[src/rtl/register_bank_dump_if.sv]
// Write-back, dump stream and per-register read bus for register_bank_dump.
// The design attaches to the slave modport; the write-back source and the dump sink use master.
interface register_bank_dump_if #(
    parameter int unsigned N = 32
);
    logic         reg_write_i;
    logic [4:0]   write_register_i;
    logic [N-1:0] write_data_i;

    logic         dump_start_i;
    logic         dump_ready_i;
    logic         dump_valid_o;
    logic [4:0]   dump_index_o;
    logic [N-1:0] dump_data_o;
    logic         dump_busy_o;
    logic         dump_done_o;

    logic [N-1:0] data_0_o,  data_1_o,  data_2_o,  data_3_o,  data_4_o,  data_5_o,  data_6_o,  data_7_o;
    logic [N-1:0] data_8_o,  data_9_o,  data_10_o, data_11_o, data_12_o, data_13_o, data_14_o, data_15_o;
    logic [N-1:0] data_16_o, data_17_o, data_18_o, data_19_o, data_20_o, data_21_o, data_22_o, data_23_o;
    logic [N-1:0] data_24_o, data_25_o, data_26_o, data_27_o, data_28_o, data_29_o, data_30_o, data_31_o;

    modport master (
        output reg_write_i, write_register_i, write_data_i, dump_start_i, dump_ready_i,
        input  dump_valid_o, dump_index_o, dump_data_o, dump_busy_o, dump_done_o,
        input  data_0_o,  data_1_o,  data_2_o,  data_3_o,  data_4_o,  data_5_o,  data_6_o,  data_7_o,
        input  data_8_o,  data_9_o,  data_10_o, data_11_o, data_12_o, data_13_o, data_14_o, data_15_o,
        input  data_16_o, data_17_o, data_18_o, data_19_o, data_20_o, data_21_o, data_22_o, data_23_o,
        input  data_24_o, data_25_o, data_26_o, data_27_o, data_28_o, data_29_o, data_30_o, data_31_o
    );

    modport slave (
        input  reg_write_i, write_register_i, write_data_i, dump_start_i, dump_ready_i,
        output dump_valid_o, dump_index_o, dump_data_o, dump_busy_o, dump_done_o,
        output data_0_o,  data_1_o,  data_2_o,  data_3_o,  data_4_o,  data_5_o,  data_6_o,  data_7_o,
        output data_8_o,  data_9_o,  data_10_o, data_11_o, data_12_o, data_13_o, data_14_o, data_15_o,
        output data_16_o, data_17_o, data_18_o, data_19_o, data_20_o, data_21_o, data_22_o, data_23_o,
        output data_24_o, data_25_o, data_26_o, data_27_o, data_28_o, data_29_o, data_30_o, data_31_o
    );
endinterface

[src/rtl/register_bank_dump.sv]
// MIPS 32-entry register storage with hard-wired $zero, $gp/$sp reset values,
// and a valid/ready engine that streams all registers out in index order.
module register_bank_dump #(
    parameter int unsigned N        = 32,
    parameter logic [31:0] GP_RESET = 32'h1000_8000,
    parameter logic [31:0] SP_RESET = 32'h7FFF_EFFC
) (
    input logic                  clk,
    input logic                  reset,
    register_bank_dump_if.slave  bus
);
    localparam int unsigned NUM_REGS = 32;
    localparam int unsigned IDX_W    = 5;
    localparam logic [IDX_W-1:0] LAST_IDX = IDX_W'(NUM_REGS - 1);

    typedef enum logic [1:0] {IDLE, SEND, DONE} state_t;

    logic [N-1:0]     regs [NUM_REGS];
    state_t           state_q, state_d;
    logic [IDX_W-1:0] index_q, index_d, next_idx;
    logic [N-1:0]     snap_q, snap_d;
    logic             valid_q, busy_q, done_q;

    function automatic logic [N-1:0] reset_value(input int unsigned k);
        if (k == 28) return N'(GP_RESET);
        if (k == 29) return N'(SP_RESET);
        return '0;
    endfunction

    // Write-back port; index 0 is never written so it stays zero
    always_ff @(posedge clk or posedge reset) begin
        if (reset) begin
            for (int unsigned i = 0; i < NUM_REGS; i++) regs[i] <= reset_value(i);
        end else if (bus.reg_write_i && bus.write_register_i != '0) begin
            regs[bus.write_register_i] <= bus.write_data_i;
        end
    end

    // Dump sequencing; the next snapshot honours a same-edge write (write-first)
    always_comb begin
        state_d  = state_q;
        index_d  = index_q;
        snap_d   = snap_q;
        next_idx = index_q + IDX_W'(1);
        unique case (state_q)
            IDLE: begin
                if (bus.dump_start_i) begin
                    state_d = SEND;
                    index_d = '0;
                    snap_d  = '0;
                end
            end
            SEND: begin
                if (bus.dump_ready_i) begin
                    if (index_q == LAST_IDX) begin
                        state_d = DONE;
                    end else begin
                        index_d = next_idx;
                        snap_d  = (bus.reg_write_i && bus.write_register_i == next_idx)
                                  ? bus.write_data_i : regs[next_idx];
                    end
                end
            end
            DONE:    state_d = IDLE;
            default: state_d = IDLE;
        endcase
    end

    always_ff @(posedge clk or posedge reset) begin
        if (reset) begin
            state_q <= IDLE;
            index_q <= '0;
            snap_q  <= '0;
            valid_q <= 1'b0;
            busy_q  <= 1'b0;
            done_q  <= 1'b0;
        end else begin
            state_q <= state_d;
            index_q <= index_d;
            snap_q  <= snap_d;
            valid_q <= (state_d == SEND);
            busy_q  <= (state_d != IDLE);
            done_q  <= (state_d == DONE);
        end
    end

    assign bus.dump_valid_o = valid_q;
    assign bus.dump_index_o = index_q;
    assign bus.dump_data_o  = snap_q;
    assign bus.dump_busy_o  = busy_q;
    assign bus.dump_done_o  = done_q;

    assign bus.data_0_o  = '0;
    assign bus.data_1_o  = regs[1];   assign bus.data_2_o  = regs[2];   assign bus.data_3_o  = regs[3];
    assign bus.data_4_o  = regs[4];   assign bus.data_5_o  = regs[5];   assign bus.data_6_o  = regs[6];
    assign bus.data_7_o  = regs[7];   assign bus.data_8_o  = regs[8];   assign bus.data_9_o  = regs[9];
    assign bus.data_10_o = regs[10];  assign bus.data_11_o = regs[11];  assign bus.data_12_o = regs[12];
    assign bus.data_13_o = regs[13];  assign bus.data_14_o = regs[14];  assign bus.data_15_o = regs[15];
    assign bus.data_16_o = regs[16];  assign bus.data_17_o = regs[17];  assign bus.data_18_o = regs[18];
    assign bus.data_19_o = regs[19];  assign bus.data_20_o = regs[20];  assign bus.data_21_o = regs[21];
    assign bus.data_22_o = regs[22];  assign bus.data_23_o = regs[23];  assign bus.data_24_o = regs[24];
    assign bus.data_25_o = regs[25];  assign bus.data_26_o = regs[26];  assign bus.data_27_o = regs[27];
    assign bus.data_28_o = regs[28];  assign bus.data_29_o = regs[29];  assign bus.data_30_o = regs[30];
    assign bus.data_31_o = regs[31];
endmodule

[src/flat_wrapper.sv]
// flat-port wrapper written by rule: the top's interface ports become plain ports
module register_bank_dump_flat 
#(
    parameter int unsigned N        = 32,
    parameter logic [31:0] GP_RESET = 32'h1000_8000,
    parameter logic [31:0] SP_RESET = 32'h7FFF_EFFC
)
  (clk, reset, bus_reg_write_i, bus_write_register_i, bus_write_data_i, bus_dump_start_i, bus_dump_ready_i, bus_dump_valid_o, bus_dump_index_o, bus_dump_data_o, bus_dump_busy_o, bus_dump_done_o, bus_data_0_o, bus_data_1_o, bus_data_2_o, bus_data_3_o, bus_data_4_o, bus_data_5_o, bus_data_6_o, bus_data_7_o, bus_data_8_o, bus_data_9_o, bus_data_10_o, bus_data_11_o, bus_data_12_o, bus_data_13_o, bus_data_14_o, bus_data_15_o, bus_data_16_o, bus_data_17_o, bus_data_18_o, bus_data_19_o, bus_data_20_o, bus_data_21_o, bus_data_22_o, bus_data_23_o, bus_data_24_o, bus_data_25_o, bus_data_26_o, bus_data_27_o, bus_data_28_o, bus_data_29_o, bus_data_30_o, bus_data_31_o);
  register_bank_dump_if #(.N(N)) bus_i ();
  input logic clk;
  input logic reset;
  input wire logic [$bits(bus_i.reg_write_i)-1:0] bus_reg_write_i;
  input wire logic [$bits(bus_i.write_register_i)-1:0] bus_write_register_i;
  input wire logic [$bits(bus_i.write_data_i)-1:0] bus_write_data_i;
  input wire logic [$bits(bus_i.dump_start_i)-1:0] bus_dump_start_i;
  input wire logic [$bits(bus_i.dump_ready_i)-1:0] bus_dump_ready_i;
  output wire logic [$bits(bus_i.dump_valid_o)-1:0] bus_dump_valid_o;
  output wire logic [$bits(bus_i.dump_index_o)-1:0] bus_dump_index_o;
  output wire logic [$bits(bus_i.dump_data_o)-1:0] bus_dump_data_o;
  output wire logic [$bits(bus_i.dump_busy_o)-1:0] bus_dump_busy_o;
  output wire logic [$bits(bus_i.dump_done_o)-1:0] bus_dump_done_o;
  output wire logic [$bits(bus_i.data_0_o)-1:0] bus_data_0_o;
  output wire logic [$bits(bus_i.data_1_o)-1:0] bus_data_1_o;
  output wire logic [$bits(bus_i.data_2_o)-1:0] bus_data_2_o;
  output wire logic [$bits(bus_i.data_3_o)-1:0] bus_data_3_o;
  output wire logic [$bits(bus_i.data_4_o)-1:0] bus_data_4_o;
  output wire logic [$bits(bus_i.data_5_o)-1:0] bus_data_5_o;
  output wire logic [$bits(bus_i.data_6_o)-1:0] bus_data_6_o;
  output wire logic [$bits(bus_i.data_7_o)-1:0] bus_data_7_o;
  output wire logic [$bits(bus_i.data_8_o)-1:0] bus_data_8_o;
  output wire logic [$bits(bus_i.data_9_o)-1:0] bus_data_9_o;
  output wire logic [$bits(bus_i.data_10_o)-1:0] bus_data_10_o;
  output wire logic [$bits(bus_i.data_11_o)-1:0] bus_data_11_o;
  output wire logic [$bits(bus_i.data_12_o)-1:0] bus_data_12_o;
  output wire logic [$bits(bus_i.data_13_o)-1:0] bus_data_13_o;
  output wire logic [$bits(bus_i.data_14_o)-1:0] bus_data_14_o;
  output wire logic [$bits(bus_i.data_15_o)-1:0] bus_data_15_o;
  output wire logic [$bits(bus_i.data_16_o)-1:0] bus_data_16_o;
  output wire logic [$bits(bus_i.data_17_o)-1:0] bus_data_17_o;
  output wire logic [$bits(bus_i.data_18_o)-1:0] bus_data_18_o;
  output wire logic [$bits(bus_i.data_19_o)-1:0] bus_data_19_o;
  output wire logic [$bits(bus_i.data_20_o)-1:0] bus_data_20_o;
  output wire logic [$bits(bus_i.data_21_o)-1:0] bus_data_21_o;
  output wire logic [$bits(bus_i.data_22_o)-1:0] bus_data_22_o;
  output wire logic [$bits(bus_i.data_23_o)-1:0] bus_data_23_o;
  output wire logic [$bits(bus_i.data_24_o)-1:0] bus_data_24_o;
  output wire logic [$bits(bus_i.data_25_o)-1:0] bus_data_25_o;
  output wire logic [$bits(bus_i.data_26_o)-1:0] bus_data_26_o;
  output wire logic [$bits(bus_i.data_27_o)-1:0] bus_data_27_o;
  output wire logic [$bits(bus_i.data_28_o)-1:0] bus_data_28_o;
  output wire logic [$bits(bus_i.data_29_o)-1:0] bus_data_29_o;
  output wire logic [$bits(bus_i.data_30_o)-1:0] bus_data_30_o;
  output wire logic [$bits(bus_i.data_31_o)-1:0] bus_data_31_o;
  assign bus_i.reg_write_i = bus_reg_write_i;
  assign bus_i.write_register_i = bus_write_register_i;
  assign bus_i.write_data_i = bus_write_data_i;
  assign bus_i.dump_start_i = bus_dump_start_i;
  assign bus_i.dump_ready_i = bus_dump_ready_i;
  assign bus_dump_valid_o = bus_i.dump_valid_o;
  assign bus_dump_index_o = bus_i.dump_index_o;
  assign bus_dump_data_o = bus_i.dump_data_o;
  assign bus_dump_busy_o = bus_i.dump_busy_o;
  assign bus_dump_done_o = bus_i.dump_done_o;
  assign bus_data_0_o = bus_i.data_0_o;
  assign bus_data_1_o = bus_i.data_1_o;
  assign bus_data_2_o = bus_i.data_2_o;
  assign bus_data_3_o = bus_i.data_3_o;
  assign bus_data_4_o = bus_i.data_4_o;
  assign bus_data_5_o = bus_i.data_5_o;
  assign bus_data_6_o = bus_i.data_6_o;
  assign bus_data_7_o = bus_i.data_7_o;
  assign bus_data_8_o = bus_i.data_8_o;
  assign bus_data_9_o = bus_i.data_9_o;
  assign bus_data_10_o = bus_i.data_10_o;
  assign bus_data_11_o = bus_i.data_11_o;
  assign bus_data_12_o = bus_i.data_12_o;
  assign bus_data_13_o = bus_i.data_13_o;
  assign bus_data_14_o = bus_i.data_14_o;
  assign bus_data_15_o = bus_i.data_15_o;
  assign bus_data_16_o = bus_i.data_16_o;
  assign bus_data_17_o = bus_i.data_17_o;
  assign bus_data_18_o = bus_i.data_18_o;
  assign bus_data_19_o = bus_i.data_19_o;
  assign bus_data_20_o = bus_i.data_20_o;
  assign bus_data_21_o = bus_i.data_21_o;
  assign bus_data_22_o = bus_i.data_22_o;
  assign bus_data_23_o = bus_i.data_23_o;
  assign bus_data_24_o = bus_i.data_24_o;
  assign bus_data_25_o = bus_i.data_25_o;
  assign bus_data_26_o = bus_i.data_26_o;
  assign bus_data_27_o = bus_i.data_27_o;
  assign bus_data_28_o = bus_i.data_28_o;
  assign bus_data_29_o = bus_i.data_29_o;
  assign bus_data_30_o = bus_i.data_30_o;
  assign bus_data_31_o = bus_i.data_31_o;
  register_bank_dump #(.N(N), .GP_RESET(GP_RESET), .SP_RESET(SP_RESET)) u_core (.clk(clk), .reset(reset), .bus(bus_i));
endmodule
[config.mk]
export PLATFORM = sky130hd
export DESIGN_NAME = register_bank_dump_flat
export DESIGN_NICKNAME = d
export VERILOG_FILES = /design/src/rtl/register_bank_dump_if.sv /design/src/rtl/register_bank_dump.sv /design/src/flat_wrapper.sv
export SDC_FILE = /design/constraint.sdc
export NUM_CORES = 2
export LEC_CHECK = 0
export BUFFER_PORTS_ARGS = -buffer_cell sky130_fd_sc_hd__buf_4
export CAP_MARGIN = 5
export CORE_AREA = 2 2 434 436
export DETAILED_ROUTE_END_ITERATION = 7
export DIE_AREA = 0 0 436 438
export PLACE_DENSITY = 0.52
export SLEW_MARGIN = 20
export SYNTH_ARGS = -nofsm -noshare
export SYNTH_HDL_FRONTEND = slang
export SYNTH_SLANG_ARGS = --single-unit
[constraint.sdc]
create_clock -name clk -period 71 [get_ports clk]
set_input_delay 3.55 -clock clk [delete_from_list [all_inputs] [get_ports clk]]
set_output_delay 3.55 -clock clk [all_outputs]
set_load 0.05 [all_outputs]
==> impl_metrics.ini <==
[outcome]
outcome = finished, final reports clean

[finish]
nets = 4097
register_area_sq_um = 26700
final_cell_mix = buf_4 (1127), dfrtp_1 (1035), mux2_2 (992), mux4_2 (256), clkbuf_16 (137)
layout_commonest_cell = buf_4
final_area_sq_um = 63500
drive_gt1_share_pct = 64.1
fin_util_pct = 34.0
syn_to_final_growth_pct = 13.6
n_fill_cell = 18500
multi_input_area_sq_um = 20400

[route]
firstDrtPassIters = 6
wirelength_mm = 232
wire_per_inst_um = 34.8
route.vias.total = 33700
via_per_inst = 5.05
drtIter0Drc = 2602
drc = 0
final_antenna_net_count = 0

[clocking]
cts_hold_buffers = 0
post_cts_resized = 0
clk_pin_slew_ns = 0.06
numCtsBuffers = 132
postCtsSetupBuffers = 0
clock-sinks = 1066
clockBufferDepth = 3
htree_num_levels = 4
cts_root_buf = clkbuf_16
cts_tree = built
worst_skew_pair.late_latency_ns = 0.82

[sta]
setup_viol = 0
worst_pin_slew_ns = 1.13
slew_headroom_pct = 24.4
fin_crit_ns = 6.84
fmax_mhz = 146
finalHoldViolCount = 0
skew_ns = 0.0359
fin_tns_setup_ns = 0
post-route-period-util_pct = 9.63
rsz0062_at_grt = no
slew_viol_final = 0

[synth]
synth.avg_cell_area_sq_um = 13.6
synth_area_sq_um = 55900
ys_seq_elements = 1066
yosysWarningCount = 0
synth-seq-area-share_pct = 47.8
synthTopCellsByArea = dfrtp_1 (46%), mux2_2 (20%), buf_4 (14%)
yosysTopAreaCellShare_pct = 46.4
syn_inst = 4109
ys_async_sr_fraction_pct = 100
yosys_most_used_dff = dfrtp_1
yosysTopAreaCell = dfrtp_1
synth_cell_type_count = 43
synth_edf_count = 0

[setup_path]
arrival_ns = 7.67
crit_required_ns = 71.84
critical_path_class = in -> async
crit_buf_inv = 6
worst_setup_path_end_kind = asynchronous set/reset pin
crit_slowest_cell = buf_4
path_delay_family = buffers and inverters
max_stage_delay_ns = 0.87
crit_chain = buf_4 > inv_8 > buf_4 > buf_4 > buf_4 > buf_6
cp_common_cell = buf_4
startpoint_type = primary input
cp_max_fo = 111

[die]
io_pins = 1106
die_area_sq_um = 191000
die_w_um = 436
core_sq_um = 187000
start_util_pct = 29.9
die_h_um = 438
rows = 159

[pwr]
ir_drop_mv = 0.0241
cellPowerDensity_nw_per_um2 = 45.4
p_leak_nw = 29.2

[global_routing]
grt_max_degree = 164
grt_usage_pct = 23.6
grt_pass1_vias = 33300
grt_pass1_wl_mm = 312
overflow = 0
antenna_found_initial = 18

[placed_design]
hpwl_mm = 172
gp_congestion = 0.924
placed_area_sq_um = 58800
portBuffers = 1073

[run]
cap_violations = 0

[hold_path]
hold_class = reg -> reg
-- synthesized netlist by cell type, drive strengths merged, types with 2 or more instances --
| cell type | count |
|---|---|
| or3 | 2 |
| nand2b | 3 |
| nand3b | 5 |
| xor2 | 4 |
| mux2 | 992 |
| dfrtp | 1036 |
| o21ai | 67 |
| nor2 | 53 |
| and3 | 2 |
| o221ai | 31 |
| nand2 | 53 |
| mux2i | 128 |
| nor4 | 31 |
| buf | 1154 |
| and2 | 2 |
| dfstp | 30 |
| nor3b | 4 |
| or2 | 3 |
| a22o | 2 |
| ha | 2 |
| xnor2 | 2 |
| o31a | 31 |
| nor3 | 2 |
| nand3 | 4 |
| mux4 | 256 |
| clkbuf | 200 |
-- area by class of cell --
class                           instances  area share (%)
Clock inverter                         45            1.06
Antenna cell                           10          0.0394
Tap cell                             2495            4.92
Timing Repair Buffer                 1133            13.5
Inverter                                1          0.0177
Clock buffer                          197            6.23
Multi-Input combinational cell       1719            32.1
Sequential cell                      1066            42.1
-- cell families after synthesis --
logic type      Yosys count  share of synthesized area [%]
mux                    1376                           32.6
xor+xnor                  7                          0.148
buf+inv                1355                           16.3
flops                  1066                           47.8
compound gates          135                           1.67
other cells               1                        0.00671
fa+ha+maj                 2                         0.0448
simple gates            167                           1.41
-- worst register-to-register path, cell delays in order (launching register included) --
cell     delay, ns
dfrtp_4       0.79
ha_4          0.28
xor2_4        0.62
buf_4         0.83
buf_4         0.81
mux4_2        0.71
mux2i_1       0.53
or2_1         0.19
a32oi_1       0.10
-- metrics by stage --
step	instances	hold slack, ns	power, mW	setup WS [ns]
after floorplan	4140	0.424	1.82	37.49
after global routing	6657	0.378	2.97	63.59
after detailed placement	6414	0.364	2.17	62.90
after global placement	6414	0.360	2.16	62.92
final	6666	0.372	2.88	64.16
after CTS	6656	0.376	2.90	63.78
-- report_power, final --
group | internal [mW] | switching [mW] | leakage, nW
logic | 0.424 | 0.877 | 13.3
clock network | 0.438 | 0.289 | 2.27
registers | 0.728 | 0.124 | 13.6
-- metal layers --
metal  GRT usage, %  wire [um]
met3           6.54      16600
met5              0         74
met4           10.2      11200
met1           31.7      99100
met2           35.7     105000
-- final timing paths --
check | startpoint | end | slack [ns] | depth (start not counted)
max reg2reg | u_core.bus.dump_index_o[0] | u_core.bus.dump_data_o[0] | 66.01 | 8
min | u_core.regs[1004] | u_core.regs[1004] | 0.37 | 0
max | reset | u_core.bus.data_24_o[28] | 64.16 | 6
min in group asynchronous | reset | u_core.bus.data_3_o[16] | 2.88 | 2
max in group clk | u_core.bus.dump_index_o[0] | bus_dump_index_o[0] | 65.52 | 1
min reg2reg | u_core.regs[1004] | u_core.regs[1004] | 0.37 | 0
Power figures use the tool's default switching activity.
